### config.mk
export PLATFORM = sky130hd
export DESIGN_NAME = ex_muldiv
export DESIGN_NICKNAME = d
export VERILOG_FILES = /design/src/rtl/muldiv_pkg.sv /design/src/rtl/muldiv_step.sv /design/src/rtl/ex_muldiv.sv
export SDC_FILE = /design/constraint.sdc
export NUM_CORES = 1
export LEC_CHECK = 0
export BUFFER_PORTS_ARGS = -buffer_cell sky130_fd_sc_hd__clkbuf_2
export CAP_MARGIN = 5
export CORE_MARGIN = 5
export CORE_UTILIZATION = 45
export DETAILED_ROUTE_END_ITERATION = 10
export GPL_TIMING_DRIVEN = 0
export PLACE_DENSITY = 0.76
export SKIP_LAST_GASP = 1
export SLEW_MARGIN = 20
export SYNTH_ARGS = -nofsm -noshare
export SYNTH_HDL_FRONTEND = slang
export SYNTH_SLANG_ARGS = --single-unit
### constraint.sdc
create_clock -name clk -period 7.5 [get_ports clk]
set_clock_uncertainty 0.2 [all_clocks]
set_input_delay 0.75 -clock clk [delete_from_list [all_inputs] [get_ports clk]]
set_output_delay 0.75 -clock clk [all_outputs]
set_load 0.1 [all_outputs]
### src/rtl/muldiv_pkg.sv
// Shared definitions for the iterative multiply/divide unit: op encoding,
// FSM state type and op-classification helpers.
package muldiv_pkg;

   localparam logic [2:0] OP_MULT  = 3'd0;
   localparam logic [2:0] OP_MULTU = 3'd1;
   localparam logic [2:0] OP_MADD  = 3'd2;
   localparam logic [2:0] OP_MADDU = 3'd3;
   localparam logic [2:0] OP_MSUB  = 3'd4;
   localparam logic [2:0] OP_MSUBU = 3'd5;
   localparam logic [2:0] OP_DIV   = 3'd6;
   localparam logic [2:0] OP_DIVU  = 3'd7;

   typedef enum logic [1:0] {IDLE, CALC, FIX} state_t;

   // Even encodings are the signed variants.
   function automatic logic is_signed(input logic [2:0] op);
      return !op[0];
   endfunction

   function automatic logic is_acc(input logic [2:0] op);
      return (op >= OP_MADD) && (op <= OP_MSUBU);
   endfunction

   function automatic logic is_sub(input logic [2:0] op);
      return (op == OP_MSUB) || (op == OP_MSUBU);
   endfunction

   function automatic logic is_div(input logic [2:0] op);
      return op[2] & op[1];
   endfunction

endpackage

### src/rtl/muldiv_step.sv
// One radix-2 iteration of the multiply/divide loop (combinational).
// Multiply: add operand into the high half when lo[0] is set, then shift right.
// Divide (only with EX_MULDIV_DIV_EN): shift {hi,lo} left by one, trial-subtract
// the divisor from the partial remainder and restore when it would go negative.
module muldiv_step #(
   parameter int unsigned WIDTH = 32
) (
`ifdef EX_MULDIV_DIV_EN
   input  logic             div_mode,
`endif
   input  logic [WIDTH-1:0] hi_in,
   input  logic [WIDTH-1:0] lo_in,
   input  logic [WIDTH-1:0] operand,
   output logic [WIDTH-1:0] hi_out,
   output logic [WIDTH-1:0] lo_out
);

   logic [WIDTH:0] sum;
`ifdef EX_MULDIV_DIV_EN
   logic [WIDTH:0] shifted;
   logic           fits;
`endif

   // Select shift-add or trial-subtract for this iteration.
   always_comb begin
      sum    = {1'b0, hi_in} + (lo_in[0] ? {1'b0, operand} : '0);
      hi_out = sum[WIDTH:1];
      lo_out = {sum[0], lo_in[WIDTH-1:1]};
`ifdef EX_MULDIV_DIV_EN
      shifted = {hi_in, lo_in[WIDTH-1]};
      fits    = shifted >= {1'b0, operand};
      if (div_mode) begin
         // When the divisor fits, the difference is below the divisor, so W bits suffice.
         hi_out = fits ? (shifted[WIDTH-1:0] - operand) : shifted[WIDTH-1:0];
         lo_out = {lo_in[WIDTH-2:0], fits};
      end
`endif
   end

endmodule

### src/rtl/ex_muldiv.sv
// EX-stage iterative multiply/divide unit with HI/LO accumulate.
// Runs WIDTH shift-add / restoring-divide iterations on operand magnitudes,
// then a fix-up cycle applies sign correction and accumulation.
// Build option: define EX_MULDIV_DIV_EN to include the divider (ops DIV/DIVU);
// without it those ops are rejected and div_by_zero is tied low.
module ex_muldiv
   import muldiv_pkg::*;
#(
   parameter int unsigned WIDTH = 32,
   parameter int unsigned CNT_W = $clog2(WIDTH + 1)
) (
   input  logic             clk,
   input  logic             reset_n,
   input  logic             start,
   input  logic [2:0]       op,
   input  logic [WIDTH-1:0] src_a,
   input  logic [WIDTH-1:0] src_b,
   input  logic [WIDTH-1:0] acc_hi,
   input  logic [WIDTH-1:0] acc_lo,
   input  logic             flush,
   output logic             busy,
   output logic             done,
   output logic [WIDTH-1:0] res_hi,
   output logic [WIDTH-1:0] res_lo,
   output logic             div_by_zero
);

   state_t             state_q;
   logic [CNT_W-1:0]   cnt_q;
   logic [2:0]         op_q;
   logic               sign_a_q;
   logic               sign_b_q;
   logic [WIDTH-1:0]   operand_q;
   logic [WIDTH-1:0]   prod_hi_q;
   logic [WIDTH-1:0]   prod_lo_q;
   logic [WIDTH-1:0]   acc_hi_q;
   logic [WIDTH-1:0]   acc_lo_q;
`ifdef EX_MULDIV_DIV_EN
   logic               dz_q;
`endif

   logic               a_neg;
   logic               b_neg;
   logic [WIDTH-1:0]   a_mag;
   logic [WIDTH-1:0]   b_mag;
   logic               op_legal;
   logic [WIDTH-1:0]   step_hi;
   logic [WIDTH-1:0]   step_lo;
   logic               res_neg;
   logic [2*WIDTH-1:0] prod_sgn;
   logic [2*WIDTH-1:0] full;
   logic [WIDTH-1:0]   fix_hi;
   logic [WIDTH-1:0]   fix_lo;

   assign busy = (state_q != IDLE);

   // Operand magnitudes and op legality for the start handshake.
   always_comb begin
      a_neg = is_signed(op) && src_a[WIDTH-1];
      b_neg = is_signed(op) && src_b[WIDTH-1];
      a_mag = a_neg ? -src_a : src_a;
      b_mag = b_neg ? -src_b : src_b;
`ifdef EX_MULDIV_DIV_EN
      op_legal = 1'b1;
`else
      op_legal = !is_div(op);
`endif
   end

`ifdef EX_MULDIV_DIV_EN
   muldiv_step #(.WIDTH(WIDTH)) u_step (
      .div_mode (is_div(op_q)),
      .hi_in    (prod_hi_q),
      .lo_in    (prod_lo_q),
      .operand  (operand_q),
      .hi_out   (step_hi),
      .lo_out   (step_lo)
   );
`else
   muldiv_step #(.WIDTH(WIDTH)) u_step (
      .hi_in    (prod_hi_q),
      .lo_in    (prod_lo_q),
      .operand  (operand_q),
      .hi_out   (step_hi),
      .lo_out   (step_lo)
   );
`endif

   // Fix-up: sign-correct the magnitude result and apply HI/LO accumulation.
   always_comb begin
      res_neg  = is_signed(op_q) && (sign_a_q != sign_b_q);
      prod_sgn = res_neg ? -{prod_hi_q, prod_lo_q} : {prod_hi_q, prod_lo_q};
      if (is_acc(op_q)) begin
         full = is_sub(op_q) ? ({acc_hi_q, acc_lo_q} - prod_sgn)
                             : ({acc_hi_q, acc_lo_q} + prod_sgn);
      end else begin
         full = prod_sgn;
      end
      fix_hi = full[2*WIDTH-1:WIDTH];
      fix_lo = full[WIDTH-1:0];
`ifdef EX_MULDIV_DIV_EN
      if (is_div(op_q)) begin
         if (dz_q) begin
            fix_hi = prod_hi_q;
            fix_lo = '1;
         end else begin
            // Quotient truncates toward zero; remainder follows the dividend's sign.
            fix_lo = res_neg ? -prod_lo_q : prod_lo_q;
            fix_hi = (is_signed(op_q) && sign_a_q) ? -prod_hi_q : prod_hi_q;
         end
      end
`endif
   end

`ifndef EX_MULDIV_DIV_EN
   assign div_by_zero = 1'b0;
`endif

   // Control FSM, iteration counter and registered results.
   always_ff @(posedge clk or negedge reset_n) begin
      if (!reset_n) begin
         state_q   <= IDLE;
         cnt_q     <= '0;
         op_q      <= '0;
         sign_a_q  <= 1'b0;
         sign_b_q  <= 1'b0;
         operand_q <= '0;
         prod_hi_q <= '0;
         prod_lo_q <= '0;
         acc_hi_q  <= '0;
         acc_lo_q  <= '0;
         done      <= 1'b0;
         res_hi    <= '0;
         res_lo    <= '0;
`ifdef EX_MULDIV_DIV_EN
         dz_q        <= 1'b0;
         div_by_zero <= 1'b0;
`endif
      end else begin
         done <= 1'b0;
         if (flush) begin
            state_q <= IDLE;
         end else begin
            case (state_q)
               IDLE: begin
                  if (start && op_legal) begin
                     op_q      <= op;
                     sign_a_q  <= a_neg;
                     sign_b_q  <= b_neg;
                     acc_hi_q  <= acc_hi;
                     acc_lo_q  <= acc_lo;
                     cnt_q     <= '0;
                     prod_hi_q <= '0;
                     prod_lo_q <= b_mag;
                     operand_q <= a_mag;
                     state_q   <= CALC;
`ifdef EX_MULDIV_DIV_EN
                     dz_q <= 1'b0;
                     if (is_div(op)) begin
                        prod_lo_q <= a_mag;
                        operand_q <= b_mag;
                        if (src_b == '0) begin
                           // Skip the loop; the raw dividend is returned in HI.
                           dz_q      <= 1'b1;
                           prod_hi_q <= src_a;
                           state_q   <= FIX;
                        end
                     end
`endif
                  end
               end
               CALC: begin
                  prod_hi_q <= step_hi;
                  prod_lo_q <= step_lo;
                  cnt_q     <= cnt_q + CNT_W'(1);
                  if (cnt_q == CNT_W'(WIDTH - 1)) begin
                     state_q <= FIX;
                  end
               end
               FIX: begin
                  res_hi  <= fix_hi;
                  res_lo  <= fix_lo;
                  done    <= 1'b1;
                  state_q <= IDLE;
`ifdef EX_MULDIV_DIV_EN
                  div_by_zero <= dz_q;
`endif
               end
               default: state_q <= IDLE;
            endcase
         end
      end
   end

endmodule

==> impl_metrics.py, run 1 <==
metrics = {
    "run_status": {
        "outcome": "complete, no violations",
    },
    "routing": {
        "ant_nets": 0,
        "routed_wl_um": 67200,
        "remaining_drc_errors": 0,
        "vias": 20000,
        "first_iter_violations": 1861,
        "dr.pass1.iters": 6,
        "vias_per_cell": 5.87,
        "route.detailed.wl_per_inst_um": 19.7,
    },
    "timing": {
        "postLayoutSetupSlackWorst_ns": 0.294,
        "slew_viol_final": 0,
        "rsz0062_at_grt": "yes",
        "max_freq_mhz": 139,
        "finalSetupTns_ns": 0,
        "slew_headroom": 0.277,
        "worstMarginPinSlew_ns": 1.08,
        "setup_viol": 0,
        "timing.final.crit_share": 0.961,
        "hold_viol": 0,
        "timing.hold.ws_ns": 0.132,
        "fin_crit_ns": 7.21,
    },
    "global_route": {
        "antenna_found_initial": 1,
        "grt_pass1_vias": 19200,
        "grt_max_degree": 95,
        "gr-total-overflow": 0,
        "grt_usage": 0.270,
        "grt_first_pass_wirelength_um": 105000,
    },
    "cells_and_area": {
        "fin_area_um2": 22800,
        "multi_input_area_um2": 13100,
        "area_growth_pct": 15.3,
        "final_util": 0.526,
        "layout_common_cells": "nand2_1, dfrtp_1, a21oi_1, nor2_1, o21ai_0",
        "num_antenna_cells": 0,
        "drive_above_1_share": 0.123,
        "seq_area_um2": 5960,
        "final_common_cell": "nand2_1",
        "final_nets": 3041,
        "nFillCells": 4074,
    },
    "placed_design": {
        "dp_hpwl_um": 53500,
        "placed_cell_area_um2": 21500,
        "port_buffers": 200,
        "gp_congestion": 0.945,
        "place_worst_setup_slack_ns": -0.895,
    },
    "critical_path": {
        "crit_type": "reg2reg",
        "cp_data_required_time_ns": 7.75,
        "start_kind": "flop",
        "crit_fanout": 10,
        "crit_path_frequent_cell": "a21oi_1",
        "cpPeakStageDelay_ns": 0.44,
        "crit_arrival_ns": 7.45,
        "cp-end-kind": "flop",
        "critPathSlowestCell": "a31oi_2",
    },
    "clocking": {
        "cts_sinks": 238,
        "clock_latency_ns": 0.60,
        "tritoncts": "built",
        "cts_made_buffers": 28,
        "root_buffer": "clkbuf_16",
        "clk_pin_slew_worst_paths_ns": 0.07,
        "clock_path_buffers": 3,
        "htree_levels": 1,
    },
    "power": {
        "clkPwrFrac": 0.164,
        "internal_power_mw": 4.43,
        "power_density_nw_per_um2": 390,
        "p_comb_frac": 0.638,
        "ir_drop_mv": 0.246,
        "p_leak_nw": 10.3,
        "p_sw_mw": 4.45,
        "seq_power_share": 0.197,
        "switching_share": 0.501,
    },
    "floorplanning": {
        "die-height_um": 219,
        "start_util": 0.456,
        "die_area_um2": 48200,
        "row_count": 76,
        "chipWidth_um": 219,
        "coreArea_um2": 43300,
        "ios": 202,
    },
    "synth": {
        "synth_edf_count": 0,
        "syn-num-nets": 2800,
        "synthFlopType": "dfrtp_1",
        "syn_avg_cell_area_um2": 7.70,
        "postSynthCellCount": 2563,
        "synthArstFlopShare": 1.00,
        "yosysWarnings": 0,
        "netlist_area_um2": 19700,
        "ys_seq_area_frac": 0.302,
        "synth-seq-cells": 238,
        "ys_types": 95,
    },
    "job": {
        "drv_cap": 0,
    },
    "worst_hold_path": {
        "hold_path.class": "in2reg",
    },
}
final timing paths:
kind / start / to / slack (ns) / cells past startpoint
max: prod_lo_q[0] / res_hi[19] / 0.29 / 29
min: acc_hi[25] / acc_hi_q[25] / 0.13 / 3
max reg2reg: prod_lo_q[0] / res_hi[19] / 0.29 / 29
min reg2reg: operand_q[15] / operand_q[15] / 0.28 / 2
max in group asynchronous: reset_n / acc_lo_q[27] / 5.73 / 3
min in group asynchronous: reset_n / prod_lo_q[28] / 0.52 / 2
layout make-up:
class,instances,share of cell area
Multi-Input combinational cell,2132,0.577
Timing Repair Buffer,212,0.0502
Tap cell,585,0.0322
Clock inverter,19,0.0102
Buffer,147,0.0282
Sequential cell,238,0.262
Clock buffer,33,0.0334
Inverter,45,0.00742
metal layers:
metal | wire [µm] | up-vias | track usage
li1 | - | 9551 | -
met4 | 3030 | 2 | 0.109
met5 | 12 | - | 0
met2 | 29500 | 830 | 0.423
met3 | 4820 | 166 | 0.0367
met1 | 29900 | 9464 | 0.379
state kept, by name (all words and copies together), names as in the netlist:
register	count
operand_q	32
acc_hi_q	32
cnt_q	6
sign_a_q	1
res_lo	32
sign_b_q	1
done	1
state_q	2
prod_hi_q	32
prod_lo_q	32
op_q	3
res_hi	32
acc_lo_q	32
critical path, delay by kind of cell, from the launching register on:
| family | cells | cell delay, ns |
|---|---|---|
| compound gates | 12 | 2.74 |
| simple gates | 8 | 1.72 |
| buf+inv | 4 | 0.75 |
| xor+xnor | 3 | 0.71 |
| fa+ha+maj | 2 | 0.53 |
| flops | 1 | 0.40 |
cells in the mapped netlist, types with 19 or more instances:
master    number  share of area
dfrtp_1      238           0.30
nand3_1       24         0.0061
a31oi_1       36          0.011
nor2_1       227          0.043
and2_1        49          0.016
o31ai_1       24         0.0091
xor2_1       120          0.053
nand2_1      458          0.087
inv_1         45         0.0086
clkbuf_1     127          0.024
a21o_1        53          0.020
o21bai_1      19         0.0072
nor3_1        45          0.011
o21a_1        23         0.0087
o21ai_0      229          0.058
ha_1         100          0.063
nand4_1       33          0.010
a21oi_1      229          0.058
xnor2_1      143          0.063
nor4_1        30         0.0095
repair_timing:
item	in CTS	in global routing
buffers inserted	0	9
endpoints found under the setup margin	22	22
pin swaps	0	4
hold buffers	1	0
endpoints found under the hold margin	60	0
resized for setup	12	24
kinds of logic after synthesis:
kind of cell               share of synthesized area
AOI/OAI and AO/OA                              0.233
xor gates and xnor gates                       0.118
adders and majority gates                     0.0654
buffers and inverters                         0.0409
DFF                                            0.302
muxes                                        0.00418
other                                       0.000190
and+or+nand+nor                                0.237
power by group through the flow:
stage	Combinational (mW)	Sequential, mW	Clock, mW
6_report	5.66	1.75	1.46
5_1_grt	6.19	1.78	1.53
4_1_cts	5.45	1.74	1.48
3_5_place_dp	5.39	1.76	0
3_3_place_gp	5.30	1.75	0
2_1_floorplan	4.07	1.67	0
through the flow:
| step | power (mW) | cells |
|---|---|---|
| 2_1_floorplan | 5.74 | 2563 |
| 3_3_place_gp | 7.05 | 3348 |
| 5_1_grt | 9.49 | 3411 |
| 6_report | 8.87 | 3411 |
| 4_1_cts | 8.67 | 3403 |
| 3_5_place_dp | 7.15 | 3350 |
Note: power is estimated with default switching activity, not from simulation.
==> run 2: changes to the inputs <==
==> constraint.sdc (replaced) <==
create_clock -name clk -period 7.5 [get_ports clk]
set_clock_uncertainty 0.2 [all_clocks]
set_input_delay 1.5 -clock clk [delete_from_list [all_inputs] [get_ports clk]]
set_output_delay 1.5 -clock clk [all_outputs]
set_load 0.1 [all_outputs]
==> impl_metrics.py, run 2 (same netlist as run 1, synthesis figures left out) <==
metrics = {
    "power": {
        "power_density_nw_per_um2": 390,
        "seq_power_share": 0.198,
        "p_comb_frac": 0.638,
        "clkPwrFrac": 0.164,
        "p_sw_mw": 4.45,
        "ir_drop_mv": 0.247,
        "p_leak_nw": 10.3,
        "switching_share": 0.501,
        "internal_power_mw": 4.43,
        "p_total_mw": 8.87,
    },
    "critical_path": {
        "cp_data_required_time_ns": 7.75,
        "cpPeakStageDelay_ns": 0.45,
        "crit_path_frequent_cell": "a21oi_1",
        "critPathSlowestCell": "a31oi_2",
        "critical_path_buf_inv_count": 4,
        "cp-end-kind": "flop",
        "crit_type": "reg2reg",
        "crit_arrival_ns": 7.43,
        "crit_fanout": 10,
        "start_kind": "flop",
        "cpLargestDelayFamily": "compound AO/OA/AOI/OAI gates",
    },
    "cells_and_area": {
        "num_antenna_cells": 0,
        "nFillCells": 4075,
        "drive_above_1_share": 0.124,
        "layout_common_cells": "nand2_1, dfrtp_1, a21oi_1, nor2_1, o21ai_0",
        "area_growth_pct": 15.2,
        "final_common_cell": "nand2_1",
        "final_nets": 3040,
        "layout.cells.non_filler": 3410,
    },
    "floorplanning": {
        "die_area_um2": 48200,
        "coreArea_um2": 43300,
        "die-height_um": 219,
        "start_util": 0.456,
        "ios": 202,
        "row_count": 76,
        "chipWidth_um": 219,
    },
    "clocking": {
        "clock_path_buffers": 3,
        "root_buffer": "clkbuf_16",
        "htree_levels": 1,
        "clk_pin_slew_worst_paths_ns": 0.06,
        "cts_made_buffers": 28,
        "tritoncts": "built",
        "cts_sinks": 238,
        "clock_latency_ns": 0.60,
    },
    "routing": {
        "vias": 20000,
        "vias_per_cell": 5.87,
        "routed_wl_um": 67200,
        "dr.pass1.iters": 5,
        "ant_nets": 0,
        "remaining_drc_errors": 0,
        "first_iter_violations": 1782,
        "route.detailed.wl_per_inst_um": 19.7,
    },
    "global_route": {
        "grt_max_degree": 95,
        "antenna_found_initial": 1,
        "grt_first_pass_wirelength_um": 105000,
        "grt_pass1_vias": 19200,
        "grt_usage": 0.270,
        "gr-total-overflow": 0,
    },
    "placed_design": {
        "dp_hpwl_um": 53500,
        "dp.cells": 3350,
        "place_worst_setup_slack_ns": -0.895,
        "port_buffers": 200,
        "gp_congestion": 0.945,
    },
    "timing": {
        "finalSetupTns_ns": 0,
        "max_freq_mhz": 139,
        "setup_viol": 0,
        "postLayoutSetupSlackWorst_ns": 0.321,
        "slew_headroom": 0.263,
        "timing.final.crit_share": 0.957,
        "worstMarginPinSlew_ns": 1.10,
        "rsz0062_at_grt": "yes",
        "hold_viol": 0,
        "fin_crit_ns": 7.18,
        "slew_viol_final": 0,
    },
    "job": {
        "drv_cap": 0,
    },
    "worst_hold_path": {
        "hold_path.class": "reg2reg",
    },
    "run_status": {
        "outcome": "complete, no violations",
    },
}
==> run 2: layout make-up <==
type | count | area (µm²) | share of cell area
multi-input cells | 2132 | 13100 | 0.577
clock buffers | 33 | 759 | 0.0334
flip-flops and latches | 238 | 5960 | 0.262
clock inverters | 19 | 231 | 0.0102
plain buffers | 147 | 641 | 0.0282
well taps | 585 | 732 | 0.0322
inverters | 45 | 169 | 0.00743
repair buffers | 211 | 1130 | 0.0498
==> run 2: routing by layer <==
| layer | track usage | vias to the layer above | share of wire |
|---|---|---|---|
| li1 | - | 9560 | - |
| met1 | 0.379 | 9505 | 0.44 |
| met2 | 0.423 | 776 | 0.44 |
| met3 | 0.0367 | 163 | 0.076 |
| met4 | 0.109 | 2 | 0.044 |
| met5 | 0 | - | 0.00018 |
==> run 2: worst register-to-register path: cells and delay by family (launching register included) <==
family / cells / cell delay [ns]
adders and majority gates: 2 / 0.54
AOI/OAI and AO/OA: 12 / 2.74
buffers and inverters: 4 / 0.75
DFF: 1 / 0.40
xor gates and xnor gates: 3 / 0.70
and+or+nand+nor: 8 / 1.75
==> run 2: path summary, 6_finish.rpt <==
kind | start | end | cells after the start | slack (ns)
setup / recovery | prod_lo_q[0] | res_hi[19] | 29 | 0.32
hold / removal | operand_q[15] | operand_q[15] | 2 | 0.27
setup reg to reg | prod_lo_q[0] | res_hi[19] | 29 | 0.32
hold reg to reg | operand_q[15] | operand_q[15] | 2 | 0.27
max in group asynchronous | reset_n | acc_lo_q[26] | 2 | 5.54
min in group asynchronous | reset_n | prod_lo_q[28] | 1 | 0.71
==> run 2: power groups by stage <==
stage          clock network (mW)  logic [mW]  registers, mW
6_report                     1.46        5.67           1.75
5_1_grt                      1.53        6.19           1.78
4_1_cts                      1.48        5.45           1.74
3_5_place_dp                    0        5.39           1.76
3_3_place_gp                    0        5.30           1.75
2_1_floorplan                   0        4.07           1.67
==> run 2: repair_timing <==
action,CTS,global route
resized for setup,12,24
endpoints found under the setup margin,22,22
pin swaps,0,4
buffers inserted,0,9
hold buffers,0,0
==> run 2: stage by stage <==
| step | utilization | hold WS (ns) | cell area (µm²) |
|---|---|---|---|
| floorplan | - | 0.242 | 19700 |
| global placement | 0.496 | 0.253 | 21500 |
| detailed placement | 0.498 | 0.267 | 21500 |
| CTS | 0.522 | 0.282 | 22600 |
| global route | 0.526 | 0.296 | 22700 |
| finish | 0.526 | 0.274 | 22700 |
==> run 3: changes to the inputs <==
Settings changed: CELL_PAD_IN_SITES_DETAIL_PLACEMENT set to 1, CELL_PAD_IN_SITES_GLOBAL_PLACEMENT set to 1, PLACE_DENSITY 0.76 to 0.94, RECOVER_POWER set to 50.
==> impl_metrics.py, run 3 (same netlist as run 1, synthesis figures left out) <==
metrics = {
    "cells_and_area": {
        "layout_common_cells": "nand2_1, dfrtp_1, a21oi_1, nor2_1, o21ai_0",
        "area_growth_pct": 15.4,
        "fin_area_um2": 22800,
        "final_common_cell": "nand2_1",
        "num_antenna_cells": 0,
        "drive_above_1_share": 0.114,
        "final_nets": 3043,
    },
    "global_route": {
        "grt_pass1_vias": 21700,
        "grt_usage": 0.313,
        "gr-total-overflow": 0,
        "antenna_found_initial": 1,
        "grt_max_degree": 94,
        "grt_first_pass_wirelength_um": 121000,
    },
    "clocking": {
        "htree_levels": 1,
        "cts_sinks": 238,
        "clk_pin_slew_worst_paths_ns": 0.06,
        "cts_made_buffers": 29,
        "clock_path_buffers": 3,
        "clock_latency_ns": 0.59,
        "root_buffer": "clkbuf_16",
        "tritoncts": "built",
    },
    "timing": {
        "postLayoutSetupSlackWorst_ns": 0.166,
        "slew_headroom": -1.19,
        "max_freq_mhz": 136,
        "slew_viol_final": 243,
        "worstMarginPinSlew_ns": 3.29,
        "fin_crit_ns": 7.33,
        "hold_viol": 0,
        "setup_viol": 0,
        "finalSetupTns_ns": 0,
        "timing.hold.ws_ns": 0.276,
        "timing.final.crit_share": 0.978,
    },
    "critical_path": {
        "cp_cell_sequence": "clkbuf_1, nor2_1, clkbuf_1, o21ai_0, nor3_1, and2_0, and3_1, clkbuf_1, and4_1, nor2_1, xor2_1, ha_1, clkbuf_1, a21oi_1, o21ai_0, o22ai_1, o211ai_1, a21oi_1, a31oi_1, a221oi_2, o21ai_1, a31oi_1, mux2i_1, a221o_1",
        "cpPeakStageDelay_ns": 0.52,
        "cp-end-kind": "flop",
        "critPathSlowestCell": "clkbuf_1",
        "cpLargestDelayFamily": "compound AO/OA/AOI/OAI gates",
        "crit_path_frequent_cell": "clkbuf_1",
        "start_kind": "flop",
        "crit_fanout": 10,
        "crit_type": "reg2reg",
        "cp_data_required_time_ns": 7.78,
        "critical_path_buf_inv_count": 4,
        "crit_arrival_ns": 7.61,
    },
    "worst_hold_path": {
        "hold_path.class": "reg2reg",
    },
    "power": {
        "power_density_nw_per_um2": 404,
        "ir_drop_mv": 0.193,
        "p_leak_nw": 10.3,
        "p_total_mw": 9.21,
    },
    "floorplanning": {
        "row_count": 76,
        "ios": 202,
        "coreArea_um2": 43300,
        "die-height_um": 219,
        "die_area_um2": 48200,
        "start_util": 0.456,
        "chipWidth_um": 219,
    },
    "routing": {
        "vias": 20700,
        "ant_nets": 0,
        "dr.pass1.iters": 7,
        "remaining_drc_errors": 0,
        "first_iter_violations": 1612,
        "routed_wl_um": 77800,
        "vias_per_cell": 6.05,
        "route.detailed.wl_per_inst_um": 22.8,
    },
    "placed_design": {
        "port_buffers": 200,
        "placed_cell_area_um2": 21500,
        "place_worst_setup_slack_ns": -0.989,
        "dp_hpwl_um": 60900,
        "gp_congestion": 0.917,
    },
    "run_status": {
        "violations": "capacitance limit, slew limit",
        "outcome": "finished with violations",
    },
    "job": {
        "drv_cap": 3,
    },
}
[run 3: cell count changes in the layout (fill, tap and decap cells not counted), sizes merged]
cell      delta
bufinv       +2
inv          -2
clkinvlp     -2
clkinv       -3
clkbuf       +7
[run 3: final timing paths]
check,startpoint,endpoint,slack (ns),cells after the start
setup / recovery,op_q[0],res_hi[28],0.17,24
setup reg to reg,op_q[0],res_hi[28],0.17,24
max in group asynchronous,reset_n,prod_lo_q[0],1.47,2
hold / removal,operand_q[18],operand_q[18],0.28,2
hold reg to reg,operand_q[18],operand_q[18],0.28,2
min in group asynchronous,reset_n,prod_lo_q[11],1.81,1
[run 3: timing repair]
item / CTS / global route
gates resized for setup: 16 / 28
setup buffers: 1 / 11
cloned: 0 / 0
pin swaps: 1 / 9
hold buffers: 0 / 0
setup endpoints to repair: 26 / 18
[run 3: layout make-up]
type | count | area [µm²]
tap | 585 | 732
buffer | 146 | 636
fill | 5504 | 20500
clock inverter | 14 | 228
clock buffer | 38 | 810
multi-input combinational | 2132 | 13200
sequential | 238 | 5960
inverter | 45 | 169
timing repair buffer | 214 | 1060
[run 3: routing by layer]
metal  part of all wire  GRT usage  up-vias
li1                   -          -     9543
met1               0.43      0.411    10200
met3              0.060     0.0366      180
met2               0.47      0.530      697
met5            0.00015          0        -
met4              0.042      0.121        2
[run 3: through the flow]
step                      cells  utilization
final                      3412        0.526
after global routing       3412        0.526
after CTS                  3402        0.524
after detailed placement   3350        0.498
after global placement     3348        0.496
after floorplan            2563            -
[run 3: worst min-delay path: cells and delay by family (launching register included)]
family,cells,cell delay (ns)
and+or+nand+nor,1,0.05
AOI/OAI and AO/OA,1,0.06
DFF,1,0.34
[run 3: where the power goes]
part	internal (mW)	switching (mW)	total [mW]
Clock	0.936	0.611	1.55
Sequential	1.50	0.277	1.78
Combinational	2.10	3.79	5.88
